--- src/rtl/tuple_pkg.sv ---
// tuple_pkg: shared types for the tuple sink.
//   TUPLE_W / BYTE_W : tuple and byte widths
//   tuple_t          : packed tuple {b2, b1, b0}, b0 in the low byte
//   cap_state_e      : capture FSM states
//   cmp_swap         : unsigned compare-swap, returns {max, min}
package tuple_pkg;

    localparam int TUPLE_W = 24;
    localparam int BYTE_W  = 8;

    typedef struct packed {
        logic [BYTE_W-1:0] b2;
        logic [BYTE_W-1:0] b1;
        logic [BYTE_W-1:0] b0;
    } tuple_t;

    typedef enum logic [1:0] {
        IDLE = 2'd0,
        ACK  = 2'd1,
        HOLD = 2'd2
    } cap_state_e;

    // Ties keep the first operand as the minimum, so equal bytes sort stably.
    function automatic logic [2*BYTE_W-1:0] cmp_swap(input logic [BYTE_W-1:0] a,
                                                     input logic [BYTE_W-1:0] b);
        if (a <= b) begin
            return {b, a};
        end else begin
            return {a, b};
        end
    endfunction

endpackage

--- src/rtl/tuple_sink_if.sv ---
// tuple_sink_if: upstream valid/ack tuple port, downstream valid/ready port
// and status outputs of the tuple sink.
//   master : the environment (upstream search block + host)
//   slave  : the tuple_sink itself
interface tuple_sink_if;
    import tuple_pkg::*;

    logic [TUPLE_W-1:0] tuple;
    logic               valid;
    logic               ack;
    logic [TUPLE_W-1:0] out_tuple;
    logic               out_valid;
    logic               out_ready;
    logic [15:0]        tuple_count;
    logic               sum_err;

    modport master (
        output tuple, valid, out_ready,
        input  ack, out_tuple, out_valid, tuple_count, sum_err
    );

    modport slave (
        input  tuple, valid, out_ready,
        output ack, out_tuple, out_valid, tuple_count, sum_err
    );

endinterface

--- src/rtl/tuple_fifo.sv ---
// tuple_fifo: DEPTH-entry FIFO of tuple_t with a registered head.
//   clk, reset            : clock, asynchronous active-low reset
//   i_push, i_data        : write strobe and data (ignored when full and not popping)
//   i_pop                 : remove head (ignored when empty)
//   o_head, o_head_valid  : registered head entry and its valid
//   o_count               : current occupancy, 0..DEPTH
module tuple_fifo
    import tuple_pkg::*;
#(
    parameter int DEPTH = 16
) (
    input  logic                    clk,
    input  logic                    reset,
    input  logic                    i_push,
    input  tuple_t                  i_data,
    input  logic                    i_pop,
    output tuple_t                  o_head,
    output logic                    o_head_valid,
    output logic [$clog2(DEPTH):0]  o_count
);
    localparam int AW = $clog2(DEPTH);

    tuple_t        r_mem [DEPTH];
    logic [AW:0]   r_wr_ptr;
    logic [AW:0]   r_rd_ptr;
    tuple_t        r_head;
    logic          r_head_v;

    logic [AW:0]   w_count;
    logic [AW:0]   w_count_after_pop;
    logic [AW:0]   w_count_next;
    logic [AW-1:0] w_rd_next_addr;
    logic          w_full;
    logic          w_empty;
    logic          w_pop;
    logic          w_push;
    logic          w_bypass;

    // The extra top pointer bit tells full from empty when the address bits match.
    assign w_empty           = (r_wr_ptr == r_rd_ptr);
    assign w_full            = (r_wr_ptr[AW] != r_rd_ptr[AW]) &&
                               (r_wr_ptr[AW-1:0] == r_rd_ptr[AW-1:0]);
    assign w_count           = r_wr_ptr - r_rd_ptr;
    assign w_pop             = i_pop & ~w_empty;
    assign w_push            = i_push & (~w_full | w_pop);
    assign w_count_after_pop = w_count - {{AW{1'b0}}, w_pop};
    assign w_count_next      = w_count_after_pop + {{AW{1'b0}}, w_push};
    assign w_rd_next_addr    = r_rd_ptr[AW-1:0] + {{(AW-1){1'b0}}, w_pop};
    // Pushed word becomes the head when nothing older survives this cycle.
    assign w_bypass          = w_push && (w_count_after_pop == {(AW+1){1'b0}});

    // Storage array write port.
    always_ff @(posedge clk) begin
        if (w_push) begin
            r_mem[r_wr_ptr[AW-1:0]] <= i_data;
        end
    end

    // Pointers and registered head; the head holds while nothing is popped.
    always_ff @(posedge clk or negedge reset) begin
        if (!reset) begin
            r_wr_ptr <= {(AW+1){1'b0}};
            r_rd_ptr <= {(AW+1){1'b0}};
            r_head   <= '{b2: 8'h00, b1: 8'h00, b0: 8'h00};
            r_head_v <= 1'b0;
        end else begin
            if (w_push) begin
                r_wr_ptr <= r_wr_ptr + {{AW{1'b0}}, 1'b1};
            end
            if (w_pop) begin
                r_rd_ptr <= r_rd_ptr + {{AW{1'b0}}, 1'b1};
            end
            r_head_v <= (w_count_next != {(AW+1){1'b0}});
            if (w_bypass) begin
                r_head <= i_data;
            end else if (w_count_after_pop != {(AW+1){1'b0}}) begin
                r_head <= r_mem[w_rd_next_addr];
            end
        end
    end

    assign o_head       = r_head;
    assign o_head_valid = r_head_v;
    assign o_count      = w_count;

endmodule

--- src/rtl/tuple_sink.sv ---
// tuple_sink: captures tuples over a valid/ack handshake, sorts the three
// bytes ascending in a two-stage compare-swap pipeline, buffers them in a
// FIFO and drains them over valid/ready. Keeps a saturating capture count.
//   clk, reset : clock, asynchronous active-low reset
//   bus        : tuple_sink_if.slave (tuple/valid/ack upstream,
//                out_tuple/out_valid/out_ready downstream, tuple_count, sum_err)
// Optional feature: define SUM_CHECK_EN to build the byte-sum check against
// TARGET; otherwise sum_err is constant 0.
module tuple_sink
    import tuple_pkg::*;
#(
    parameter int         DEPTH  = 16,
    parameter logic [7:0] TARGET = 8'h00
) (
    input  logic        clk,
    input  logic        reset,
    tuple_sink_if.slave bus
);
    localparam int AW = $clog2(DEPTH);
    localparam int CW = AW + 2;

    cap_state_e          r_state;
    cap_state_e          w_next_state;
    logic                w_capture;
    logic                r_ack;
    tuple_t              r_cap;
    logic                r_cap_v;
    logic [BYTE_W-1:0]   r_s1_min;
    logic [BYTE_W-1:0]   r_s1_a;
    logic [BYTE_W-1:0]   r_s1_b;
    logic                r_s1_v;
    tuple_t              r_s2;
    logic                r_s2_v;
    logic [15:0]         r_count;
    tuple_t              w_head;
    logic                w_head_v;
    logic [AW:0]         w_fifo_count;
    logic [CW-1:0]       w_used;
    logic                w_credit_ok;
    logic [2*BYTE_W-1:0] w_sw01;
    logic [2*BYTE_W-1:0] w_sw_lo2;
    logic [2*BYTE_W-1:0] w_sw2;

    // Tuples in the sort pipeline already own a FIFO slot.
    assign w_used      = CW'(w_fifo_count) + CW'(r_cap_v) + CW'(r_s1_v) + CW'(r_s2_v);
    assign w_credit_ok = (w_used < CW'(DEPTH));

    // Capture FSM next state; ACK and HOLD always run to completion.
    always_comb begin
        w_next_state = r_state;
        w_capture    = 1'b0;
        case (r_state)
            IDLE: begin
                if (bus.valid && w_credit_ok) begin
                    w_capture    = 1'b1;
                    w_next_state = ACK;
                end else begin
                    w_next_state = IDLE;
                end
            end
            ACK:     w_next_state = HOLD;
            HOLD:    w_next_state = IDLE;
            default: w_next_state = IDLE;
        endcase
    end

    // Capture FSM state, ack pulse and saturating tuple counter.
    always_ff @(posedge clk or negedge reset) begin
        if (!reset) begin
            r_state <= IDLE;
            r_ack   <= 1'b0;
            r_count <= 16'h0000;
        end else begin
            r_state <= w_next_state;
            r_ack   <= w_capture;
            if (w_capture && (r_count != 16'hFFFF)) begin
                r_count <= r_count + 16'h0001;
            end
        end
    end

    // S1 orders (b0,b1) then (min,b2); S2 orders the two survivors.
    assign w_sw01   = cmp_swap(r_cap.b0, r_cap.b1);
    assign w_sw_lo2 = cmp_swap(w_sw01[BYTE_W-1:0], r_cap.b2);
    assign w_sw2    = cmp_swap(r_s1_a, r_s1_b);

    // Capture register and the two sort stages.
    always_ff @(posedge clk or negedge reset) begin
        if (!reset) begin
            r_cap    <= '{b2: 8'h00, b1: 8'h00, b0: 8'h00};
            r_cap_v  <= 1'b0;
            r_s1_min <= 8'h00;
            r_s1_a   <= 8'h00;
            r_s1_b   <= 8'h00;
            r_s1_v   <= 1'b0;
            r_s2     <= '{b2: 8'h00, b1: 8'h00, b0: 8'h00};
            r_s2_v   <= 1'b0;
        end else begin
            if (w_capture) begin
                r_cap <= bus.tuple;
            end
            r_cap_v  <= w_capture;
            r_s1_min <= w_sw_lo2[BYTE_W-1:0];
            r_s1_a   <= w_sw01[2*BYTE_W-1:BYTE_W];
            r_s1_b   <= w_sw_lo2[2*BYTE_W-1:BYTE_W];
            r_s1_v   <= r_cap_v;
            r_s2     <= '{b2: w_sw2[2*BYTE_W-1:BYTE_W], b1: w_sw2[BYTE_W-1:0], b0: r_s1_min};
            r_s2_v   <= r_s1_v;
        end
    end

    tuple_fifo #(
        .DEPTH (DEPTH)
    ) u_fifo (
        .clk          (clk),
        .reset        (reset),
        .i_push       (r_s2_v),
        .i_data       (r_s2),
        .i_pop        (w_head_v & bus.out_ready),
        .o_head       (w_head),
        .o_head_valid (w_head_v),
        .o_count      (w_fifo_count)
    );

`ifdef SUM_CHECK_EN
    logic [BYTE_W-1:0] w_sum;
    logic              r_sum_err;

    assign w_sum = r_cap.b0 + r_cap.b1 + r_cap.b2;

    // Sticky sum-check flag, evaluated the cycle after capture.
    always_ff @(posedge clk or negedge reset) begin
        if (!reset) begin
            r_sum_err <= 1'b0;
        end else if (r_cap_v && (w_sum != TARGET)) begin
            r_sum_err <= 1'b1;
        end
    end

    assign bus.sum_err = r_sum_err;
`else
    // TARGET only matters when the sum check is built.
    logic w_unused_target;
    assign w_unused_target = ^TARGET;
    assign bus.sum_err     = 1'b0;
`endif

    assign bus.ack         = r_ack;
    assign bus.out_tuple   = w_head;
    assign bus.out_valid   = w_head_v;
    assign bus.tuple_count = r_count;

endmodule

--- src/flat_wrapper.sv ---
// flat-port wrapper written by rule: the top's interface ports become plain ports
module tuple_sink_flat import tuple_pkg::*;
#(
    parameter int         DEPTH  = 16,
    parameter logic [7:0] TARGET = 8'h00
)
  (clk, reset, bus_tuple, bus_valid, bus_out_ready, bus_ack, bus_out_tuple, bus_out_valid, bus_tuple_count, bus_sum_err);
  tuple_sink_if bus_i ();
  input  logic clk;
  input  logic reset;
  input wire logic [$bits(bus_i.tuple)-1:0] bus_tuple;
  input wire logic [$bits(bus_i.valid)-1:0] bus_valid;
  input wire logic [$bits(bus_i.out_ready)-1:0] bus_out_ready;
  output wire logic [$bits(bus_i.ack)-1:0] bus_ack;
  output wire logic [$bits(bus_i.out_tuple)-1:0] bus_out_tuple;
  output wire logic [$bits(bus_i.out_valid)-1:0] bus_out_valid;
  output wire logic [$bits(bus_i.tuple_count)-1:0] bus_tuple_count;
  output wire logic [$bits(bus_i.sum_err)-1:0] bus_sum_err;
  assign bus_i.tuple = bus_tuple;
  assign bus_i.valid = bus_valid;
  assign bus_i.out_ready = bus_out_ready;
  assign bus_ack = bus_i.ack;
  assign bus_out_tuple = bus_i.out_tuple;
  assign bus_out_valid = bus_i.out_valid;
  assign bus_tuple_count = bus_i.tuple_count;
  assign bus_sum_err = bus_i.sum_err;
  tuple_sink #(.DEPTH(DEPTH), .TARGET(TARGET)) u_core (.clk(clk), .reset(reset), .bus(bus_i));
endmodule
--- config.mk ---
export PLATFORM = sky130hd
export DESIGN_NAME = tuple_sink_flat
export DESIGN_NICKNAME = d
export VERILOG_FILES = /design/src/rtl/tuple_pkg.sv /design/src/rtl/tuple_sink_if.sv /design/src/rtl/tuple_fifo.sv /design/src/rtl/tuple_sink.sv /design/src/flat_wrapper.sv
export SDC_FILE = /design/constraint.sdc
export NUM_CORES = 1
export LEC_CHECK = 0
export ABC_AREA = 1
export BUFFER_PORTS_ARGS = -buffer_cell sky130_fd_sc_hd__buf_2
export CORE_MARGIN = 1
export CORE_UTILIZATION = 25
export DETAILED_ROUTE_END_ITERATION = 10
export HOLD_SLACK_MARGIN = 0.05
export SKIP_LAST_GASP = 1
export SLEW_MARGIN = 20
export SYNTH_ARGS = -nofsm -noshare
export SYNTH_HDL_FRONTEND = slang
export SYNTH_SLANG_ARGS = --single-unit
--- constraint.sdc ---
create_clock -name clk -period 5.15 [get_ports clk]
set_input_delay 0.7725 -clock clk [delete_from_list [all_inputs] [get_ports clk]]
set_output_delay 0.7725 -clock clk [all_outputs]
set_load 0.1 [all_outputs]
## Word level (Yosys, flattened, before mapping)

Memory sizes are Yosys's and may differ from the RTL's.
Index checks and enable logic that the tools add are counted.

- Register bits after elaboration: 128
- Memories: 1
- Logic and storage cells: 66
- Memory bits (writable): 384
- Bits of input ports: 28

Memory list:

| memory | words | width | read ports | clocked after memory_dff | write ports | RTL line | text |
|---|---|---|---|---|---|---|---|
| u_core.u_fifo.r_mem | 16 | 24 | 1 | 0 | 1 | tuple_fifo.sv:23 | `tuple_t r_mem [DEPTH];` |

- Equality and inequality tests: 5
- Reduce and logical (&&, ||, !) cells: 9
- Order comparisons: 4
- Bitwise operators: 6
- Add/subtract/negate cells: 10
- Multiplexer cells: 11

Operator list:

| cell | count |
|---|---|
| 2-to-1 mux 16 bit | 3 |
| 2-to-1 mux 24 bit | 2 |
| less-or-equal comparator 8 bit | 3 |
| adder 16 x 1 -> 16 bit, second input constant | 1 |
| != test 16 bit, second input constant | 1 |
| adder 6 x 1 -> 6 bit | 2 |
| adder 5 x 1 -> 5 bit, second input constant | 2 |
| nonzero test 5 bit | 2 |
| adder 5 x 1 -> 6 bit | 1 |
| < comparator 6 x 5 -> 1 bit, second input constant | 1 |
| adder 5 x 1 -> 5 bit | 1 |
| == test 5 bit | 1 |
| logical NOT 5 bit | 1 |
| 2-to-1 mux 1 bit | 5 |
| subtractor 5 x 1 -> 5 bit | 1 |
| subtractor 5 bit | 1 |
| adder 4 x 1 -> 4 bit | 1 |
| == test 4 bit | 1 |
| logical AND 1 bit | 4 |
| one-hot mux 2 bit (2 select lines) | 1 |
| bitwise AND 1 bit | 3 |
| == test 2 x 1 -> 1 bit, second input constant | 1 |
| logical NOT 2 bit | 1 |
| inverter 1 bit | 2 |
| 3 further kinds | 3 |

## Logic depth before layout (Yosys ltp)

- Depth in word-level cells: 9
- Mapped depth: 23

## Cells and area by module

Synthesis repeated with hierarchy kept, for this count alone.

- Cell total of the unflattened synthesis: 1924
- Area, all modules: 21979.8 um^2

Modules (own cells, without submodules):

| module | sequential area each (um^2) | times used | area each (um^2) | cells each |
|---|---|---|---|---|
| tuple_fifo | 12406.9 | 1 | 17400.4 | 1399 |
| tuple_sink | 2302.2 | 1 | 4579.4 | 525 |

## Least setup slack after synthesis

Ideal clock, no wire load.

- Path kind: register to register
- From: reg u_core.u_fifo.r_rd_ptr[2]
- To: reg u_core.u_fifo.r_head, in the netlist u_core.u_fifo.o_head[5]
- Slack: 2022 ps
- Cell stages (with the launch flop): 20
- Arrival: 2998 ps
- Data required time: 5020 ps
- Cell sequence: dfrtp_1 buf_2 inv_1 ha_1 inv_1 nor3_1 nand2_1 nand3_1 inv_1 ha_1 ha_1 inv_1 buf_2 buf_1 nand3_1 nand3_1 a21oi_1 or2_0 nand2_1 nand3_1

- Longest elaborated chain between the ends: 7

Ends and longest elaborated chain:

| item | RTL line | text |
|---|---|---|
| start: declaration | tuple_fifo.sv:25 | `logic [AW:0] r_rd_ptr;` |
| start signal: assignment | tuple_fifo.sv:63 | `r_rd_ptr <= {(AW+1){1'b0}};` |
| start signal: assignment | tuple_fifo.sv:71 | `r_rd_ptr <= r_rd_ptr + {{AW{1'b0}}, 1'b1};` |
| == test 5 bit / == test 4 bit (equally long branches) | tuple_fifo.sv:40, tuple_fifo.sv:42 |  |
| inverter 1 bit / logical AND 1 bit (equally long branches) | tuple_fifo.sv:44, tuple_fifo.sv:41 |  |
| bitwise AND 1 bit / inverter 1 bit (equally long branches) | tuple_fifo.sv:44, tuple_fifo.sv:45 |  |
| adder 4 x 1 -> 4 bit (tied with other cells) | tuple_fifo.sv:48 | `assign w_rd_next_addr = r_rd_ptr[AW-1:0] + {{(AW-1){1'b0}}, w_pop};` |
| memory (16 x 24 bit) (tied with other cells) | n/a |  |
| 2-to-1 mux 24 bit / logical AND 1 bit (equally long branches) | tuple_fifo.sv:76, tuple_fifo.sv:50 |  |
| 2-to-1 mux 24 bit / nonzero test 2 bit (equally long branches) | n/a |  |
| end signal: assignment | tuple_fifo.sv:64 | `r_head <= '{b2: 8'h00, b1: 8'h00, b0: 8'h00};` |
| end signal: assignment | tuple_fifo.sv:75 | `r_head <= i_data;` |
| end signal: assignment | tuple_fifo.sv:77 | `r_head <= r_mem[w_rd_next_addr];` |
| end: declaration | tuple_fifo.sv:26 | `tuple_t r_head;` |

Several ways; a longest one is shown, not always the timed one. The select of a mux whose other input is x is not followed.
A chain may end at the register's enable or synchronous reset.

## Final worst setup path

- From: reg u_core.u_fifo.r_rd_ptr[2]
- To: reg u_core.u_fifo.r_head, in the netlist u_core.u_fifo.o_head[17]

The elaborated chain is that of the path after synthesis.

==> summary.md <==
| Metric | Value |
|---|---|
| Worst slew pin tran | `1140 ps` |
| Yosys warns | `0` |
| PostCTS Resize Cnt | `0` |
| Register Area | `14700 um^2` |
| Endpoints failing setup | `0` |
| GPL Wtd Cong | `0.782` |
| Crit end category | `flip-flop` |
| Area grow syn2layout | `15.9%` |
| CTS tree | `yes` |
| Largest fanout on the critical path | `62` |
| R2R cell count | `17` |
| Most frequent cells in the layout | `488 x nand2_1, 384 x edfxtp_1, 297 x nand3_1` |
| Core Area | `85800 um^2` |
| I/O pin total | `71` |
| Mean Syn Cell Area | `11.2 um^2` |
| DRC | `0` |
| Max cap viols | `0` |
| FF+latch count, synth | `512` |
| Largest net degree at the start of global routing | `193` |
| First-pass GRT wire length | `85800 um` |
| Num CTS Buffers | `50` |
| Rel. slew slack | `0.238` |
| DRT iter0 DRCs | `1407` |
| Netlist cell types | `39` |
| Antenna Nets Post-Route | `0` |
| RSZ-0062 raised after global routing | `no` |
| WP buf/inv | `5` |
| Final hold violations | `0` |
| Clock Skew | `22.4 ps` |
| Postcts setup bufs | `0` |
| CP most frequent cell | `nand3_1` |
| Clock Latency Late Sink | `590 ps` |
| Min-delay worst type | `in2async` |
| Die area | `88400 um^2` |
| Reg-to-reg critical path startpoint | `u_core.u_fifo.r_rd_ptr[2]` |
| Total GRT Usage | `0.126` |
| Total grt overflow | `0` |
| CP Launch Type | `flip-flop` |
| CTS Sinks | `512` |
| Delay-heaviest family, CP | `adder cells` |
| Vias/cell | `4.59` |
| CP Cell Sequence | `inv_1 -> ha_1 -> inv_1 -> nor3_1 -> nand2_1 -> nand3_1 -> inv_1 -> ha_4 -> ha_4 -> inv_2 -> buf_12 -> nand3_1 -> nand3_1 -> a21oi_1 -> or2_1 -> nand2_1 -> nand3_1` |
| Final wirelength | `56800 um` |
| FF-to-FF setup slack | `1200 ps` |
| WL/cell | `17.9 um` |
| Final Slew Violations | `0` |
| Seq/Total Area, Yosys | `0.676` |
| Fillers | `8697` |
| Syn Nets | `2027` |
| Die Ht | `297 um` |
| Initial antenna violation count | `3` |
| Worst endpoint required time | `5660 ps` |
| Sum Neg Setup Slack | `0 ps` |
| Share of layout cells above drive strength 1 | `0.105` |
| Final Cycle Share | `0.767` |
| Multi-input logic area | `6390 um^2` |
| Ant. Diodes | `0` |
| CTS root buf | `clkbuf_16` |
| Cell area after synthesis | `21800 um^2` |
| Hold_buf cts | `0` |
| Initial Utilization | `0.254` |
| PortBufs | `69` |
| WP data arrival | `4460 ps` |
| Min Clock Period, post-route | `3950 ps` |
| Status | `complete, no violations` |
| Detailed Routing Iterations Pass 1 | `5` |
| Row count | `107` |
| Worst path max stage delay | `620 ps` |
| Vias in the first global route | `13700` |
| CTS Buffer Depth | `3` |
| CTS H-tree depth | `2` |
| Commonest non-fill, non-tap cell in the layout | `nand2_1` |
| DP HPWL | `31000 um` |
| CP max-delay cell | `ha_4` |
| Final nets | `2066` |
| DR vias | `14600` |
| Post-Syn Instances | `1956` |
| Clk pin slew, worst setup/hold paths | `60 ps` |
| Die width | `297 um` |
| Critical path class | `reg2reg` |
| FF-to-FF End | `u_core.u_fifo.o_head[17]` |
| Fmax | `253 MHz` |
## synth_stat cells, drive strengths merged
library cell	n	share of area
a21oi	57	0.013
and2	7	0.0020
nor2	115	0.020
edfxtp	384	0.53
clkbuf	29	0.0050
nand3	299	0.069
ha	41	0.024
nand2	491	0.085
xor2	13	0.0056
nand3b	1	0.00034
inv	78	0.013
or2	18	0.0052
o221ai	7	0.0028
conb	1	0.00017
o211ai	20	0.0071
o21ai	104	0.024
nor3	10	0.0033
dfrtp	128	0.15
nand4	57	0.017
buf	81	0.020
fa	2	0.0018
o21bai	1	0.00034
xnor2	12	0.0057
## worst reg2reg max path: stages, from the launching register on
cell     delay, ps
dfrtp_1        540
inv_1           80
ha_1           350
inv_1           70
nor3_1         220
nand2_1         90
nand3_1        120
inv_1          130
ha_4           200
ha_4           620
inv_2          400
buf_12         340
nand3_1        140
nand3_1         80
a21oi_1        210
or2_1          130
nand2_1         50
nand3_1        120
## logic make-up after synthesis
group / Yosys count / synth area share
AOI/OAI and AO/OA: 189 / 0.0472
and+or+nand+nor: 998 / 0.202
adders and majority gates: 43 / 0.0254
xor gates and xnor gates: 25 / 0.0112
buffers and inverters: 188 / 0.0387
DFF: 512 / 0.676
other: 1 / 0.000172
## flip-flops by register name, indices dropped and copies added, names as in the netlist, 2 cells and up
register and count:
u_core.u_fifo.r_mem 384, u_core.r_state 2, u_core.u_fifo.o_head 24, u_core.bus.tuple_count 16, u_core.r_s1_a 8, u_core.r_s1_b 8, u_core.r_s2 24, u_core.u_fifo.r_wr_ptr 5
u_core.r_cap 24, u_core.r_s1_min 8, u_core.u_fifo.r_rd_ptr 5
## layer usage
metal,vias up,GRT usage,share of wire
met5,-,0,0
met4,0,0.0313,0.018
met3,73,0.0241,0.072
met2,485,0.196,0.45
met1,7135,0.179,0.46
li1,6923,-,-
## area by class of cell
cell class	count	share of cell area
Sequential cell	512	0.583
Multi-Input combinational cell	1256	0.253
Clock buffer	78	0.0592
Tap cell	1144	0.0566
Timing Repair Buffer	97	0.0283
Inverter	78	0.0117
Clock inverter	16	0.00886
## worst max path at each step
stage | from | to | slack (ps) | cells past startpoint
finish | u_core.u_fifo.r_rd_ptr[2] | u_core.u_fifo.o_head[17] | 1200 | 17
global route | u_core.r_cap[15] | u_core.r_s1_b[6] | 810 | 20
CTS | u_core.u_fifo.r_rd_ptr[2] | u_core.u_fifo.o_head[17] | 1190 | 17
detailed placement | u_core.u_fifo.r_rd_ptr[2] | u_core.u_fifo.o_head[17] | 1210 | 17
global placement | u_core.u_fifo.r_rd_ptr[2] | u_core.u_fifo.o_head[3] | 1250 | 17
floorplan | u_core.u_fifo.r_rd_ptr[2] | u_core.u_fifo.o_head[5] | 2020 | 19
## per-stage QoR
step	hold WS, ps	utilization	worst slack (ps)	instance area [um^2]	std cells
finish	335	0.295	1200	25300	3181
global placement	335	0.273	1250	23400	3081
detailed placement	338	0.274	1210	23500	3083
global route	365	0.295	809	25300	3181
floorplan	331	-	2020	21800	1956
CTS	352	0.294	1190	25200	3177
Power is left out: the tool's default activity adds up to more than one toggle a clock period on the data nets, which glitch-free logic cannot reach.
